==> src/rtl/picmicro_interrupt_controller.sv <==
// Interrupt entry/exit sequencer for the midrange core: INT pin sync and edge detect, flag-set requests,
// pending/wake evaluation and the vector/flush/hold strobes that steer decoder and program counter.
module picmicro_interrupt_controller #(
    parameter logic [12:0] VECTOR_ADDR = 13'h0004,
    parameter int          SYNC_STAGES = 2,
    parameter int          ENTRY_CLKS  = 4
) (
    input  logic        clk,
    input  logic        rst,
    input  logic        instr_boundary,
    input  logic [7:0]  intcon_val,
    input  logic [7:0]  pie1_val,
    input  logic [7:0]  pir1_val,
    input  logic        option_intedg,
    input  logic        int_pin,
    input  logic        tmr0if_set_en,
    input  logic        retfie_en,
    input  logic        sleep_active,
    output logic        intcon_set_en,
    output logic [7:0]  intcon_set_mask,
    output logic        gie_clr,
    output logic        vec_en,
    output logic [12:0] vec_addr,
    output logic        core_flush,
    output logic        core_hold,
    output logic        wake,
    output logic        irq_pending
);

    localparam int CNT_W = (ENTRY_CLKS > 1) ? $clog2(ENTRY_CLKS) : 1;

    typedef enum logic [1:0] {
        IDLE,
        PEND,
        VECT,
        HOLD
    } state_t;

    state_t             state, state_next;
    logic [CNT_W-1:0]   cnt, cnt_next;
    logic [SYNC_STAGES-1:0] int_sync;
    logic               int_last;
    logic               int_set_q;
    logic               int_synced;
    logic               int_edge;
    logic               src;

    assign src = (intcon_val[5] & intcon_val[2]) |
                 (intcon_val[4] & intcon_val[1]) |
                 (intcon_val[3] & intcon_val[0]) |
                 (intcon_val[6] & (|(pie1_val & pir1_val)));

    // Combinational outputs are gated by rst so they fall in the same instant the flops clear.
    assign irq_pending = rst & intcon_val[7] & src;
    assign wake        = rst & sleep_active & src;

    // Edge is judged on raw synchronised levels, so flipping option_intedg alone cannot create one.
    assign int_synced = int_sync[SYNC_STAGES-1];
    assign int_edge   = option_intedg ? (int_synced & ~int_last) : (~int_synced & int_last);

    always_ff @(posedge clk or negedge rst) begin
        if (!rst) begin
            int_sync  <= '0;
            int_last  <= 1'b0;
            int_set_q <= 1'b0;
        end else begin
            // NOTE: non-blocking assignments keep the synchroniser a true shift register regardless of statement order.
            int_sync  <= {int_sync[SYNC_STAGES-2:0], int_pin};
            int_last  <= int_synced;
            int_set_q <= int_edge;
        end
    end

    assign intcon_set_en   = rst & (int_set_q | tmr0if_set_en | retfie_en);
    assign intcon_set_mask = rst ? {retfie_en, 4'b0000, tmr0if_set_en, int_set_q, 1'b0} : 8'h00;
    assign vec_addr        = VECTOR_ADDR;

    always_ff @(posedge clk or negedge rst) begin
        if (!rst) begin
            state <= IDLE;
            cnt   <= '0;
        end else begin
            state <= state_next;
            cnt   <= cnt_next;
        end
    end

    always_comb begin
        // NOTE: every output of this block gets a default first, so no path can infer a latch.
        state_next = state;
        cnt_next   = cnt;
        vec_en     = 1'b0;
        core_flush = 1'b0;
        gie_clr    = 1'b0;
        core_hold  = 1'b0;
        unique case (state)
            IDLE: begin
                // A boundary coinciding with this transition is deliberately not taken.
                if (irq_pending) state_next = PEND;
            end
            PEND: begin
                if (!irq_pending)       state_next = IDLE;
                else if (instr_boundary) state_next = VECT;
            end
            VECT: begin
                vec_en     = 1'b1;
                core_flush = 1'b1;
                gie_clr    = 1'b1;
                core_hold  = 1'b1;
                cnt_next   = CNT_W'(ENTRY_CLKS - 1);
                state_next = HOLD;
            end
            HOLD: begin
                // VECT counts as the first held clock; leave as the counter reaches zero.
                core_hold = 1'b1;
                cnt_next  = cnt - 1'b1;
                if (cnt == CNT_W'(1)) state_next = IDLE;
            end
            default: state_next = IDLE;
        endcase
    end

endmodule
==> config.mk <==
export PLATFORM = sky130hd
export DESIGN_NAME = picmicro_interrupt_controller
export DESIGN_NICKNAME = d
export VERILOG_FILES = /design/src/rtl/picmicro_interrupt_controller.sv
export SDC_FILE = /design/constraint.sdc
export NUM_CORES = 1
export LEC_CHECK = 0
export CAP_MARGIN = 25
export CORE_MARGIN = 3
export CORE_UTILIZATION = 31
export CTS_CLUSTER_SIZE = 25
export DETAILED_ROUTE_END_ITERATION = 16
export PLACE_DENSITY = 0.95
export SLEW_MARGIN = 20
export SYNTH_ARGS = -nofsm -noshare
export SYNTH_HDL_FRONTEND = slang
export SYNTH_SLANG_ARGS = --single-unit
==> constraint.sdc <==
create_clock -name clk -period 2 [get_ports clk]
set_input_delay 0.3 -clock clk [delete_from_list [all_inputs] [get_ports clk]]
set_output_delay 0.3 -clock clk [all_outputs]
set_load 0.05 [all_outputs]
Word-level counts from Yosys, hierarchy flattened. Index checks and enable logic that the tools add are counted.

Bitwise gates (word level): 19. Add/sub/neg operators: 1. Equal/unequal tests: 7. Reductions and logical operators: 5. Multiplexer cells: 10.

Operators with widths (count): $and A1 B1 Y1 (11); $and A8 B8 Y8 (1); $mux W2 (4); $mux W8 (1); $pmux W2 S4 (1); $reduce_or A8 Y1 (1); $or A1 B1 Y1 (5); $eq A2 B1 Y1 const B (2); $eq A2 B2 Y1 const B (2); $ne A2 B2 Y1 const B (2); $pmux W2 S2 (1); $mux W1 (3); $ne A3 B3 Y1 const B (1); $reduce_and A3 Y1 (1); $logic_not A2 Y1 (1); $not A1 Y1 (2); $reduce_bool A2 Y1 (1); $reduce_or A2 Y1 (1); $sub A2 B1 Y2 const B (1).

Logic and storage cells: 47. Register bits after elaboration: 8. Input bits: 32. Output and inout port bits: 28.

Depth between registers and ports, before layout. Gate-level depths: netlist of the first run.

Depth in word-level cells: 7. Gate-level depth with buffers: 5. Gate-level depth less buffers: 5.

Worst setup path before layout of the first run. OpenSTA, ideal clock, no wires.

Path kind: register -> output. Start: reg (tool-made name). End: out gie_clr. Data arrival time: 1553 ps. Cell stages (with the launch flop): 3. Setup slack: 147 ps. Data required time: 1700 ps. Buffers on the path: 1. Path through: dfrtp_1 -> nor2b_1 -> buf_4.

RTL lines: end: declaration (line 21) `output logic gie_clr,`.

Worst setup path in the final report of the first run.
Start: in pie1_val[4]. End: out wake.

Longest elaborated chain between the ends: 5.

Ends and longest elaborated chain: start: declaration (line 12) `input logic [7:0] pie1_val,`; $and A8 B8 Y8 (line 51) `(intcon_val[6] & (|(pie1_val & pir1_val)));`; $reduce_or A8 Y1 (line 51); $and A1 B1 Y1 (line 51); $or A1 B1 Y1 (line 50) `(intcon_val[3] & intcon_val[0]) |`; $and A1 B1 Y1 (line 55) `assign wake = rst & sleep_active & src;`; end: declaration (line 26) `output logic wake,`.

Every way passes these cells.

==> reports/results.ini, run 1 <==
[status]
status=finished, violations left
violations=setup timing

[clock_tree]
clk_latency_ps=250
htreeDepth=1
cts_sinks=8
cts_tree=built
clock_tree.buffer_depth=2
clockRootBuffer=clkbuf_4
cts_made_buffers=3
clk_pin_slew_ps=50

[global_route]
grt_overflow=0
grt_max_degree=12
grt_pass1_wl_um=2430
grt_pass1_vias=546
antenna_found_initial=0
gr-usage-all-layers=0.132

[routing]
ant_nets=0
drt_first_pass_iters=4
vias=594
vias_per_cell=4.50
avgRoutedWirePerCell_um=13.2
drt_first_iter_violations=11
finalWirelength_um=1740
drc_errors=0

[power]
p_per_area_mw_per_mm2=876
leakage_nw=0.485
ir_drop_mv=0.668
power_uw=907

[yosys]
synthCells=65
syn_avg_cell_area_um2=9.12
synth_edf_count=0
async_flop_share=1.00
ys_ff_latch=8
synth_top_cell_by_area=dfrtp_1
synth_common_cells=buf_4, dfrtp_1, nand2_1, a22o_1, and2_1
synth_cell_type_count=22
synth_top_area_frac=0.338
synth_flop_cell=dfrtp_1
syn_area_um2=593
ys_top_cells_by_area=dfrtp_1, buf_4, a22o_1, nand2_1, and2_1
seq_area_frac_synth=0.338
synth_warnings=0
synth.most_common_cell=buf_4

[critical_path]
endpoint=wake
cp.required_ps=1700
critPathCaptureType=output port
reg2reg_to=state[0]$_DFFE_PN0P_
critical_path_class=input port to output port
reg2reg_depth=2
crit_slowest_cell=clkdlybuf4s50_1
crit_cells=5
reg2reg_setup_slack_ps=730
crit_chain=clkdlybuf4s50_1, a22o_1, o41ai_4, a21oi_1, buf_4
max_stage_delay_ps=430
cp-startpoint=pie1_val[4]
worstPathMaxFanout=2
cp_num_buf_inv=2
crit_family=compound AO/OA/AOI/OAI gates
cp_data_arrival_time_ps=1720
cp-start-kind=input port

[cells_and_area]
syn2layout_area_growth_pct=74.7
instances_no_fill=132
num-fill-cells=157
drive_gt1_frac=0.168
diodes=0
nets=142

[placement]
gp_congestion=0.795
dp.cells=128
dp_hpwl_um=1420
placement.io_buffers=41

[floorplan]
num_rows=15
die_x_um=49.7
floorplan.initialDensity=0.336
core_area_mm2=0.00176
dieArea_mm2=0.00247
num_io_pins=60
fp.dieH_um=49.7

[run]
drv_cap=0

[timing]
fmax_ghz=0.495
period_minus_slack_ps=2020
finalHoldViolCount=0
finalSetupViolCount=1
skew_ps=8.03
final.setup.worst_slack_ps=-20.6
period_share=1.01
drv_slew=0

[min_path]
hold_path_class=register to register

-- worst min-delay path by stage --
stage	startpoint	end	slack (ps)	depth (start not counted)
after detailed placement	int_sync[0]$_DFF_PN0_	int_sync[1]$_DFF_PN0_	340	0
after global routing	int_sync[0]$_DFF_PN0_	int_sync[1]$_DFF_PN0_	360	0
after CTS	int_sync[0]$_DFF_PN0_	int_sync[1]$_DFF_PN0_	350	0
final	int_sync[0]$_DFF_PN0_	int_sync[1]$_DFF_PN0_	350	0
after floorplan	rst	asynchronous set/reset pin	4	0
after global placement	int_sync[0]$_DFF_PN0_	int_sync[1]$_DFF_PN0_	330	0
-- stage by stage --
| stage | setup WS, ps | utilization | hold slack, ps | TNS [ps] | area (um2) |
|---|---|---|---|---|---|
| after global routing | -64.6 | 0.587 | 355 | -97.4 | 1040 |
| after floorplan | 147 | - | 4.41 | 0 | 653 |
| after CTS | 37.0 | 0.570 | 354 | 0 | 1010 |
| after detailed placement | 37.4 | 0.557 | 343 | 0 | 983 |
| final | -20.6 | 0.587 | 349 | -20.6 | 1040 |
| after global placement | 52.8 | 0.557 | 333 | 0 | 983 |
-- cells in the final DEF (no fill, tap or decap), drive strengths merged, types with 2 or more instances in the layout --
cell and count:
a21oi 2, or4 2, and2 4, buf 12
dfrtp 8, conb 18, nand2 8, dlymetal6s2s 3
clkdlybuf4s50 29, o311ai 2, clkbuf 3, a22o 4
-- per-layer routing --
metal	up-vias	share of wire	global-route usage
li1	281	-	-
met1	279	0.36	0.148
met5	-	0	0
met3	6	0.069	0.0574
met2	28	0.55	0.227
met4	0	0.022	0.0369
-- worst register-to-register path: cells and delay by family (launching register included) --
| kind | cells | cell delay [ps] |
|---|---|---|
| compound gates | 1 | 130 |
| flops | 1 | 460 |
| simple gates | 1 | 560 |
-- cells by family (layout without fill, tap and decap cells) --
kind of cell,after synthesis,after routing,share of synthesized area
buffers and inverters,22,48,0.266
AND/OR/NAND/NOR,19,19,0.171
adder cells (fa/ha/maj),1,1,0.0211
flip-flops,8,8,0.338
multiplexers,1,1,0.0190
other,2,18,0.0127
AO/OA/AOI/OAI,12,12,0.173
-- area by class of cell --
class                   instances  area [um2]  share of cell area
clock buffers                   3        22.5              0.0217
inverters                       1        3.75             0.00362
multi-input cells              51         310               0.300
flip-flops and latches          8         200               0.193
well taps                      25        31.3              0.0302
repair buffers                 44         468               0.452
-- timing repair --
action | in CTS | in global routing
gates resized for setup | 0 | 5
buffers inserted | 0 | 1
setup endpoints to repair | 0 | 2
hold buffers | 0 | 0
-- power by group --
| part | switching (mW) | internal, mW | leakage [nW] | total [mW] |
|---|---|---|---|---|
| clock network | 0.0525 | 0.0685 | 0.0138 | 0.121 |
| registers | 0.0444 | 0.205 | 0.0920 | 0.250 |
| logic | 0.340 | 0.197 | 0.379 | 0.537 |
| total | 0.437 | 0.471 | 0.485 | 0.907 |
No activity file was read; power rests on OpenSTA's default activity.
==> run 2: changes to the inputs <==
--- a/config.mk
+++ b/config.mk
@@ -5,6 +5,7 @@
 export SDC_FILE = /design/constraint.sdc
 export NUM_CORES = 1
 export LEC_CHECK = 0
+export ABC_AREA = 0
 export CAP_MARGIN = 25
 export CORE_MARGIN = 3
 export CORE_UTILIZATION = 31
==> results of run 2 <==
Same layout as run 1: the final DEF is identical, and so are final timing and power.
==> run 3: changes to the inputs <==
--- a/config.mk
+++ b/config.mk
@@ -12,6 +12,7 @@
 export CTS_CLUSTER_SIZE = 25
 export DETAILED_ROUTE_END_ITERATION = 16
 export PLACE_DENSITY = 0.95
+export SKIP_LAST_GASP = 1
 export SLEW_MARGIN = 20
 export SYNTH_ARGS = -nofsm -noshare
 export SYNTH_HDL_FRONTEND = slang
==> results of run 3 <==
Same layout as run 1: the final DEF is identical, and so are final timing and power.
